<file path="src/rtl/mips_pipe_pkg.sv">
// rtl/mips_pipe_pkg.sv - shared IF/ID pipeline types and widths
package mips_pipe_pkg;

  localparam int INSTR_W = 32;
  localparam int PC_W    = 32;
  localparam int SEL_W   = 3;
  localparam int SEL_LSB = 29;

  typedef struct packed {
    logic [INSTR_W-1:0] instr;
    logic [PC_W-1:0]    pc;
    logic [SEL_W-1:0]   sel;
  } if_id_entry_t;

  typedef enum logic [1:0] {
    EMPTY = 2'd0,
    ONE   = 2'd1,
    FULL  = 2'd2
  } skid_state_t;

endpackage

</file>
<file path="src/rtl/skid_slot.sv">
// rtl/skid_slot.sv - one IF/ID entry register with valid, load and clear
module skid_slot
  import mips_pipe_pkg::*;
(
  input  logic         clk,
  input  logic         rst_n,
  input  logic         load,
  input  logic         clr,
  input  if_id_entry_t d,
  output logic         valid,
  output if_id_entry_t q
);

  // clr only drops the valid bit; the data keeps its last value
  always_ff @(posedge clk or negedge rst_n) begin
    if (!rst_n) begin
      valid <= 1'b0;
      q     <= '0;
    end else begin
      if (clr) begin
        valid <= 1'b0;
      end else if (load) begin
        valid <= 1'b1;
      end
      if (load && !clr) begin
        q <= d;
      end
    end
  end

endmodule

</file>
<file path="src/rtl/fetch_decode_skid.sv">
// rtl/fetch_decode_skid.sv - IF/ID 2-entry skid buffer; FETCH_DECODE_SKID_PERF_EN adds stall_cnt
module fetch_decode_skid #(
  parameter int INSTR_W = mips_pipe_pkg::INSTR_W,
  parameter int PC_W    = mips_pipe_pkg::PC_W,
  parameter int SEL_LSB = mips_pipe_pkg::SEL_LSB
) (
  input  logic               clk,
  input  logic               rst_n,
  input  logic               flush,
  input  logic               in_valid,
  output logic               in_ready,
  input  logic [INSTR_W-1:0] in_instr,
  input  logic [PC_W-1:0]    in_pc,
  output logic               out_valid,
  input  logic               out_ready,
  output logic [INSTR_W-1:0] out_instr,
  output logic [PC_W-1:0]    out_pc,
  output logic [2:0]         out_sel
`ifdef FETCH_DECODE_SKID_PERF_EN
  ,
  output logic [15:0]        stall_cnt
`endif
);

  import mips_pipe_pkg::*;

  skid_state_t  state_q, state_d;
  if_id_entry_t in_entry, main_d, main_q, skid_q;
  logic main_v, skid_v;
  logic main_load, main_clr, main_from_skid, skid_load, skid_clr;
  logic in_fire, out_fire;

  assign in_fire  = in_valid & in_ready;
  assign out_fire = main_v & out_ready;

  // group field is captured at load time so out_sel is purely registered
  always_comb begin
    in_entry       = '0;
    in_entry.instr = in_instr;
    in_entry.pc    = in_pc;
    in_entry.sel   = in_instr[SEL_LSB+2:SEL_LSB];
  end

  assign main_d = main_from_skid ? skid_q : in_entry;

  always_ff @(posedge clk or negedge rst_n) begin
    if (!rst_n) begin
      state_q  <= EMPTY;
      in_ready <= 1'b1;
    end else begin
      state_q  <= state_d;
      in_ready <= (state_d != FULL);
    end
  end

  always_comb begin
    state_d        = state_q;
    main_load      = 1'b0;
    main_clr       = flush;
    main_from_skid = 1'b0;
    skid_load      = 1'b0;
    skid_clr       = flush;
    if (flush) begin
      state_d = EMPTY;
    end else begin
      unique case (state_q)
        EMPTY: begin
          if (in_fire) begin
            main_load = 1'b1;
            state_d   = ONE;
          end
        end
        ONE: begin
          if (in_fire && out_fire) begin
            main_load = 1'b1;
          end else if (in_fire) begin
            skid_load = 1'b1;
            state_d   = FULL;
          end else if (out_fire) begin
            main_clr = 1'b1;
            state_d  = EMPTY;
          end
        end
        FULL: begin
          if (out_fire) begin
            main_load      = 1'b1;
            main_from_skid = 1'b1;
            skid_clr       = 1'b1;
            state_d        = ONE;
          end
        end
        default: state_d = EMPTY;
      endcase
    end
  end

  skid_slot u_main (
    .clk   (clk),
    .rst_n (rst_n),
    .load  (main_load),
    .clr   (main_clr),
    .d     (main_d),
    .valid (main_v),
    .q     (main_q)
  );

  skid_slot u_skid (
    .clk   (clk),
    .rst_n (rst_n),
    .load  (skid_load),
    .clr   (skid_clr),
    .d     (in_entry),
    .valid (skid_v),
    .q     (skid_q)
  );

  assign out_valid = main_v;
  assign out_instr = main_q.instr;
  assign out_pc    = main_q.pc;
  assign out_sel   = main_q.sel;

`ifdef FETCH_DECODE_SKID_PERF_EN
  always_ff @(posedge clk or negedge rst_n) begin
    if (!rst_n) begin
      stall_cnt <= '0;
    end else if (main_v && !out_ready && stall_cnt != 16'hFFFF) begin
      stall_cnt <= stall_cnt + 16'd1;
    end
  end
`endif

endmodule
</file>
<file path="config.mk">
export PLATFORM = sky130hd
export DESIGN_NAME = fetch_decode_skid
export DESIGN_NICKNAME = d
export VERILOG_FILES = /design/src/rtl/mips_pipe_pkg.sv /design/src/rtl/skid_slot.sv /design/src/rtl/fetch_decode_skid.sv
export SDC_FILE = /design/constraint.sdc
export NUM_CORES = 1
export LEC_CHECK = 0
export ABC_AREA = 1
export ABC_CLOCK_PERIOD_IN_PS = 1500
export CAP_MARGIN = 10
export CORE_ASPECT_RATIO = 1.25
export CORE_MARGIN = 5
export CORE_UTILIZATION = 47
export CTS_BUF_LIST = sky130_fd_sc_hd__clkbuf_4
export DETAILED_ROUTE_END_ITERATION = 16
export PLACE_DENSITY = 0.78
export SLEW_MARGIN = 20
export SYNTH_ARGS = -nofsm -noshare
export SYNTH_HDL_FRONTEND = slang
export SYNTH_SLANG_ARGS = --single-unit
</file>
<file path="constraint.sdc">
create_clock -name clk -period 1.5 [get_ports clk]
set_clock_uncertainty 0.15 [all_clocks]
set_input_delay 0.45 -clock clk [delete_from_list [all_inputs] [get_ports clk]]
set_output_delay 0.45 -clock clk [all_outputs]
set_load 0.01 [all_outputs]
</file>
Word level (Yosys, flattened, before mapping)
Index checks and enable logic that the tools add are counted.

Logic and storage cells: 46. Output and inout port bits: 69. Bits in registers: 138. Bits of input ports: 69.

Bitwise operators: 2. Equal/unequal tests: 3. Reduce and logical (&&, ||, !) cells: 7. Mux-type cells: 25.

Operators with widths (count): $mux 67 (1); $mux 1 (16); $mux 2 (6); $pmux 2 s3 (1); $logic_and 1x1->1 (3); $pmux 1 s3 (1); $and 1x1->1 (2); $eq 2x1->1 const B (1); $eq 2x2->1 const B (1); $logic_not 1->1 (2); $logic_not 2->1 (1); $ne 2x2->1 const B (1); $reduce_bool 2->1 (1).

Logic depth before layout (Yosys ltp)
Depth in word-level cells: 8. Mapped depth: 9. Mapped depth without buffers: 7.

Cells and area by module
Synthesis repeated with hierarchy kept, for this count alone.

Cells, all modules: 842. Area total of the unflattened synthesis: 6572.6 µm².

Modules (own cells, without submodules): skid_slot (instances 2, cells each 295, area an instance 2697.6 µm², seq. area each 1701.6 µm²); fetch_decode_skid (instances 1, cells each 252, area an instance 1177.4 µm², seq. area each 76.3 µm²).

Worst setup path after synthesis
OpenSTA, ideal clock, no wires.

Path kind: register to register. Start: reg in_ready. End: reg u_main.q[1] (netlist bit). Data required time: 1.233 ns. Buffers on the path: 2. Library setup time: 0.117 ns. Cell stages (with the launch flop): 8. Path slack: -0.013 ns. Arrival time: 1.246 ns. Period minus slack after synthesis: 1.513 ns. Cells stage by stage: dfstp_2 nand2_1 nor2_1 nand3_2 buf_4 buf_2 nand3_1 nand2_1.

Longest elaborated chain between the ends: 7. Elaborated cells on any way between the ends: 12. Classes of those cells: mux (8); bitwise (1); reduce/logical (3).

Ends and longest elaborated chain: start, declared (RTL line fetch_decode_skid.sv:11) `output logic in_ready,`; start signal, assigned (RTL line fetch_decode_skid.sv:52) `in_ready <= (state_d != FULL);`; $and 1x1->1 (*) (RTL line fetch_decode_skid.sv:33) `assign in_fire = in_valid & in_ready;`; $mux 1 or $logic_and 1x1->1 (tied branches) (RTL line fetch_decode_skid.sv:76, fetch_decode_skid.sv:74); $mux 1 (RTL line fetch_decode_skid.sv:74) `if (in_fire && out_fire) begin`; $mux 1 (RTL line fetch_decode_skid.sv:66) `unique case (state_q)`; $mux 1 (RTL line fetch_decode_skid.sv:63) `if (flush) begin`; $logic_not 1->1 (RTL line skid_slot.sv:25) `if (load && !clr) begin`; $logic_and 1x1->1 (*) (RTL line skid_slot.sv:25); end signal, assigned (RTL line skid_slot.sv:18) `q <= '0;`; end signal, assigned (RTL line skid_slot.sv:26) `q <= d;`; end, declared (RTL line skid_slot.sv:11) `output if_id_entry_t q`.

Every way passes the cells marked *; elsewhere a longest branch is shown, timed or not. A chain may end at the register's enable or synchronous reset.

Final worst setup path
Start: reg in_ready. End: reg u_main.q[31] (netlist bit).

The elaborated chain is that of the path after synthesis.

==> summary by stage <==
Power
The power per cell area is between 1000 and 1500 nW/um2. For this design the static power due to leakage is slightly above 5 nW. VDD sags by at most 0.0008380 V.

Cells and area
The layout has between 900 and 1000 filler cells. The share of cells above drive strength 1 is between 30% and 40%. 0 antenna diodes ended up in the layout. The finished layout holds around 1200 standard cells, fillers aside. For this run, the share of the core covered by cells in the final layout is 74.12%.

The area overhead of the layout relative to synthesis is 56.06%. The number of nets in the final layout is about 1100.

Synthesis
Counting every instance in the synthesized netlist gives 799. The cell with the most instances after synthesis is sky130_fd_sc_hd__nand2_1. The synthesized netlist contains 20 unique library cells. In this run the biggest area consumer among cell types represents 52.40% of the synthesized area. The number of flops mapped to enable cells by yosys is 0. The number of synthesized register bits is about 130. The most instantiated flip-flop cell in the synthesis netlist is sky130_fd_sc_hd__dfrtp_1.

The post-synthesis net count is about 870. Counting flops with an async set or reset pin after synthesis yields a share of 100.0%. The post-synth design cell area is 6256 um2.

The Yosys step of the flow raised 0 warnings. Counting instances in the post-synthesis netlist gives the leading cell types as sky130_fd_sc_hd__nand2_1, sky130_fd_sc_hd__dfrtp_1, sky130_fd_sc_hd__nand3_1. The leading area contributor after synthesis is sky130_fd_sc_hd__dfrtp_1.

Summing the sequential cell areas from Yosys gives 52.82% of the chip area. Averaged over all synthesized cells, the footprint is around 7.8 um2. In the post-synthesis netlist, the biggest area contributors are sky130_fd_sc_hd__dfrtp_1, sky130_fd_sc_hd__nand2_1, sky130_fd_sc_hd__nand3_1, sky130_fd_sc_hd__o21ai_0, sky130_fd_sc_hd__buf_2.

Setup path
The worst setup path is launched from a flip-flop. Traced cell by cell, the critical path runs through buf_6 > nand2_4 > nor2_4 > nand3_4 > buf_12 > nand2_8 > buf_6 > buf_12 > nand2_2 > nand2_2. The number of buffers and inverters on the critical path is 4. The worst setup path is captured at a flip-flop.

The required time at the worst-slack endpoint is between 1.5 and 2 ns. The slowest cell on the critical path is sky130_fd_sc_hd__dfstp_2. The slack of the worst reg-to-reg path is -0.40 ns. In this design, the largest share of critical-path delay is due to flip-flops. The arrival time of the worst setup path is between 2 and 2.5 ns.

The highest cell delay on the worst timing path is between 0.5 and 0.6 ns. Of all nets on the critical path, the largest fanout is 7. The critical path class is flip-flop to flip-flop.

Route
In this run, the number of DRC markers left after iteration 0 of detailed routing was 622. Dividing the detail-routed wire length by the instance count gives about 19 um. The wire length reported by the detailed router is around 23000 um.

The total via count in the routed design is 6740. The DRC violation count after routing is 0. Using the TritonRoute via totals, the vias-per-cell ratio works out to 5.570.

The number of iterations in the first detailed-routing pass is 5. In this run the remaining antenna-violating nets after routing total 0.

Floorplanning
The floorplan has 47 rows. Measured along the x axis, the die boundary spans roughly 110 um. From bottom edge to top edge, the die measures 139.0 um. The core region is roughly 13000 um2. The number of top-level pins is roughly 140. The initial utilization of the core area, before any placement, comes to a little under half.

The die covers ~16000 um2.

STA
The final period utilization is 126.8%. The final setup slack of the worst path is -0.4023 ns. Setup repair after global routing could not meet its margin everywhere. The number of pins exceeding their max-slew limit in the final report is 0. At the pin with the least slew margin, the transition time is 0.3866 ns.

The number of endpoints with negative hold slack in the final report is 0. The routed design could run at a clock period as short as about 1.9 ns. The achievable frequency is around 530 MHz. The tightest slew margin relative to the limit is about three quarters. The number of setup violations in the final report is approximately 200.

Clock network
TritonCTS built the clock tree. No sink is reached through more buffers than the 2 on the longest clock path. In this run the clock root is driven by a sky130_fd_sc_hd__clkbuf_4. After clock tree synthesis, the clock-pin slew on the worst setup and hold paths is approximately 0.13 ns.

The clock net in this run drives a total of around 130 sinks. At the later pin of the worst-skew pair, clock insertion delay measures between 0.5 and 0.6 ns. TritonCTS created 17 clock buffers. The H-tree was split into 4 levels.

GRT
Entering global routing, the biggest net connects 55 pins. The overall track demand over capacity in global routing is between 20% and 30%. The global-route wire length before repair is ~30000 um. The via count of the first global-routing pass is approximately 5800.

The total congestion overflow after global routing is 0. The initial antenna violation count came to 0.

Worst hold path
The worst min-delay path category is input pin to async pin.

Place
The half-perimeter wire length after placement is about 11000 um. Timing analysis after detailed placement gives a worst setup slack of -0.6052 ns. The total of buffers placed on input and output ports is between 100 and 150.

The last weighted congestion value of the routability-driven placer is between 0.7 and 0.8. The total instance count after detailed placement is approximately 1100.

Run status
The checks that failed: negative setup slack. The flow ran to the end, but the final reports show violations.

Job
Across the run, the number of max-cap violations was 0.
worst reg2reg max path, delay by kind of cell, from the launching register on:
family / cells / cell delay [ns]
buffers and inverters: 4 / 0.56
and+or+nand+nor: 6 / 0.57
DFF: 1 / 0.58
metrics by stage:
stage / power [mW] / hold slack, ns / instance area, um2 / setup TNS (ns)
after floorplan: 8.097 / 0.004409 / 6272 / 0
after global placement: 10.52 / 0.1668 / 7911 / -71.46
after detailed placement: 10.70 / 0.1674 / 7911 / -71.75
after CTS: 12.83 / 0.1434 / 8374 / -41.26
after global routing: 14.88 / 0.1429 / 9763 / -58.12
final: 14.07 / 0.1710 / 9763 / -46.26
sequential cells by signal, summed over array words and instances (netlist names):
name and cells:
in_ready 1, state_q 2, u_main.q 64, u_main.valid 1
u_skid.q 64
worst paths after layout:
path	from	endpoint	cells after the start
max	in_ready$_DFF_PN1_	u_main.q[31]$_DFFE_PN0P_	10
min	rst_n	u_main.valid$_DFFE_PN0P_	2
max reg2reg	in_ready$_DFF_PN1_	u_main.q[31]$_DFFE_PN0P_	10
min reg2reg	u_skid.q[63]$_DFFE_PN0P_	u_skid.q[63]$_DFFE_PN0P_	2
max in group asynchronous	rst_n	u_skid.q[48]$_DFFE_PN0P_	3
min in group clk	in_instr[16]	u_skid.q[51]$_DFFE_PN0P_	3
final cells by class:
| class | instances | area (um2) | area share (%) |
|---|---|---|---|
| multi-input combinational | 602 | 3038 | 31.12 |
| clock inverter | 14 | 113.9 | 1.166 |
| inverter | 4 | 15.01 | 0.1538 |
| sequential | 132 | 3304 | 33.85 |
| timing repair buffer | 269 | 2943 | 30.14 |
| clock buffer | 18 | 135.1 | 1.384 |
| tap | 171 | 214.0 | 2.191 |
logic make-up after synthesis:
family / Yosys count / synth area share, %
AND/OR/NAND/NOR: 531 / 35.16
flip-flops: 132 / 52.82
AO/OA/AOI/OAI: 68 / 5.480
buffers and inverters: 68 / 6.540
layout by cell type, fill, tap and decap left out:
cell type,netlist,layout
sky130_fd_sc_hd__buf_8,0,7
sky130_fd_sc_hd__clkinv_4,0,1
sky130_fd_sc_hd__nand3_4,0,5
sky130_fd_sc_hd__nor2_4,2,4
sky130_fd_sc_hd__clkbuf_16,0,16
sky130_fd_sc_hd__o21ai_0,51,50
sky130_fd_sc_hd__nand2_1,391,329
sky130_fd_sc_hd__nand2_8,0,5
sky130_fd_sc_hd__nand3_1,130,108
sky130_fd_sc_hd__buf_12,0,23
sky130_fd_sc_hd__nand2_2,3,46
sky130_fd_sc_hd__inv_6,0,1
sky130_fd_sc_hd__dlygate4sd3_1,0,1
sky130_fd_sc_hd__inv_1,2,2
sky130_fd_sc_hd__bufbuf_16,0,1
sky130_fd_sc_hd__nand3_2,3,20
sky130_fd_sc_hd__buf_4,18,58
sky130_fd_sc_hd__buf_6,7,34
sky130_fd_sc_hd__clkbuf_4,0,18
sky130_fd_sc_hd__clkinv_1,0,3
sky130_fd_sc_hd__buf_2,27,56
sky130_fd_sc_hd__inv_2,2,2
sky130_fd_sc_hd__nand2_4,0,17
sky130_fd_sc_hd__bufinv_16,0,1
sky130_fd_sc_hd__clkdlybuf4s50_1,0,67
sky130_fd_sc_hd__a21boi_2,0,1
sky130_fd_sc_hd__dfstp_2,1,1
sky130_fd_sc_hd__buf_16,0,6
sky130_fd_sc_hd__o21ai_1,15,16
sky130_fd_sc_hd__a21oi_2,0,1
sky130_fd_sc_hd__clkinv_2,0,2
sky130_fd_sc_hd__clkinvlp_4,0,6
sky130_fd_sc_hd__dfrtp_1,131,131
where the power goes:
part	internal (mW)	switching (mW)	leakage [nW]
logic	2.92	2.90	3.31
clock network	0.819	1.38	0.119
registers	5.09	0.955	1.64
layer usage:
layer / global-route usage [%] / routed length (um)
met1: 30.34 / 8630
met2: 39.58 / 11450
met3: 5.325 / 1920
met4: 7.975 / 948
met5: 0 / 0
timing repair:
| action | 4_1_cts | 5_1_grt |
|---|---|---|
| setup endpoints to repair | 200 | 201 |
| pin swaps | 3 | 67 |
| resized for setup | 302 | 162 |
| endpoints found under the hold margin | 132 | 0 |
| setup buffers | 23 | 39 |
| hold buffers | 1 | 0 |
| cloned | 9 | 26 |
(Power assumes the default switching activity.)
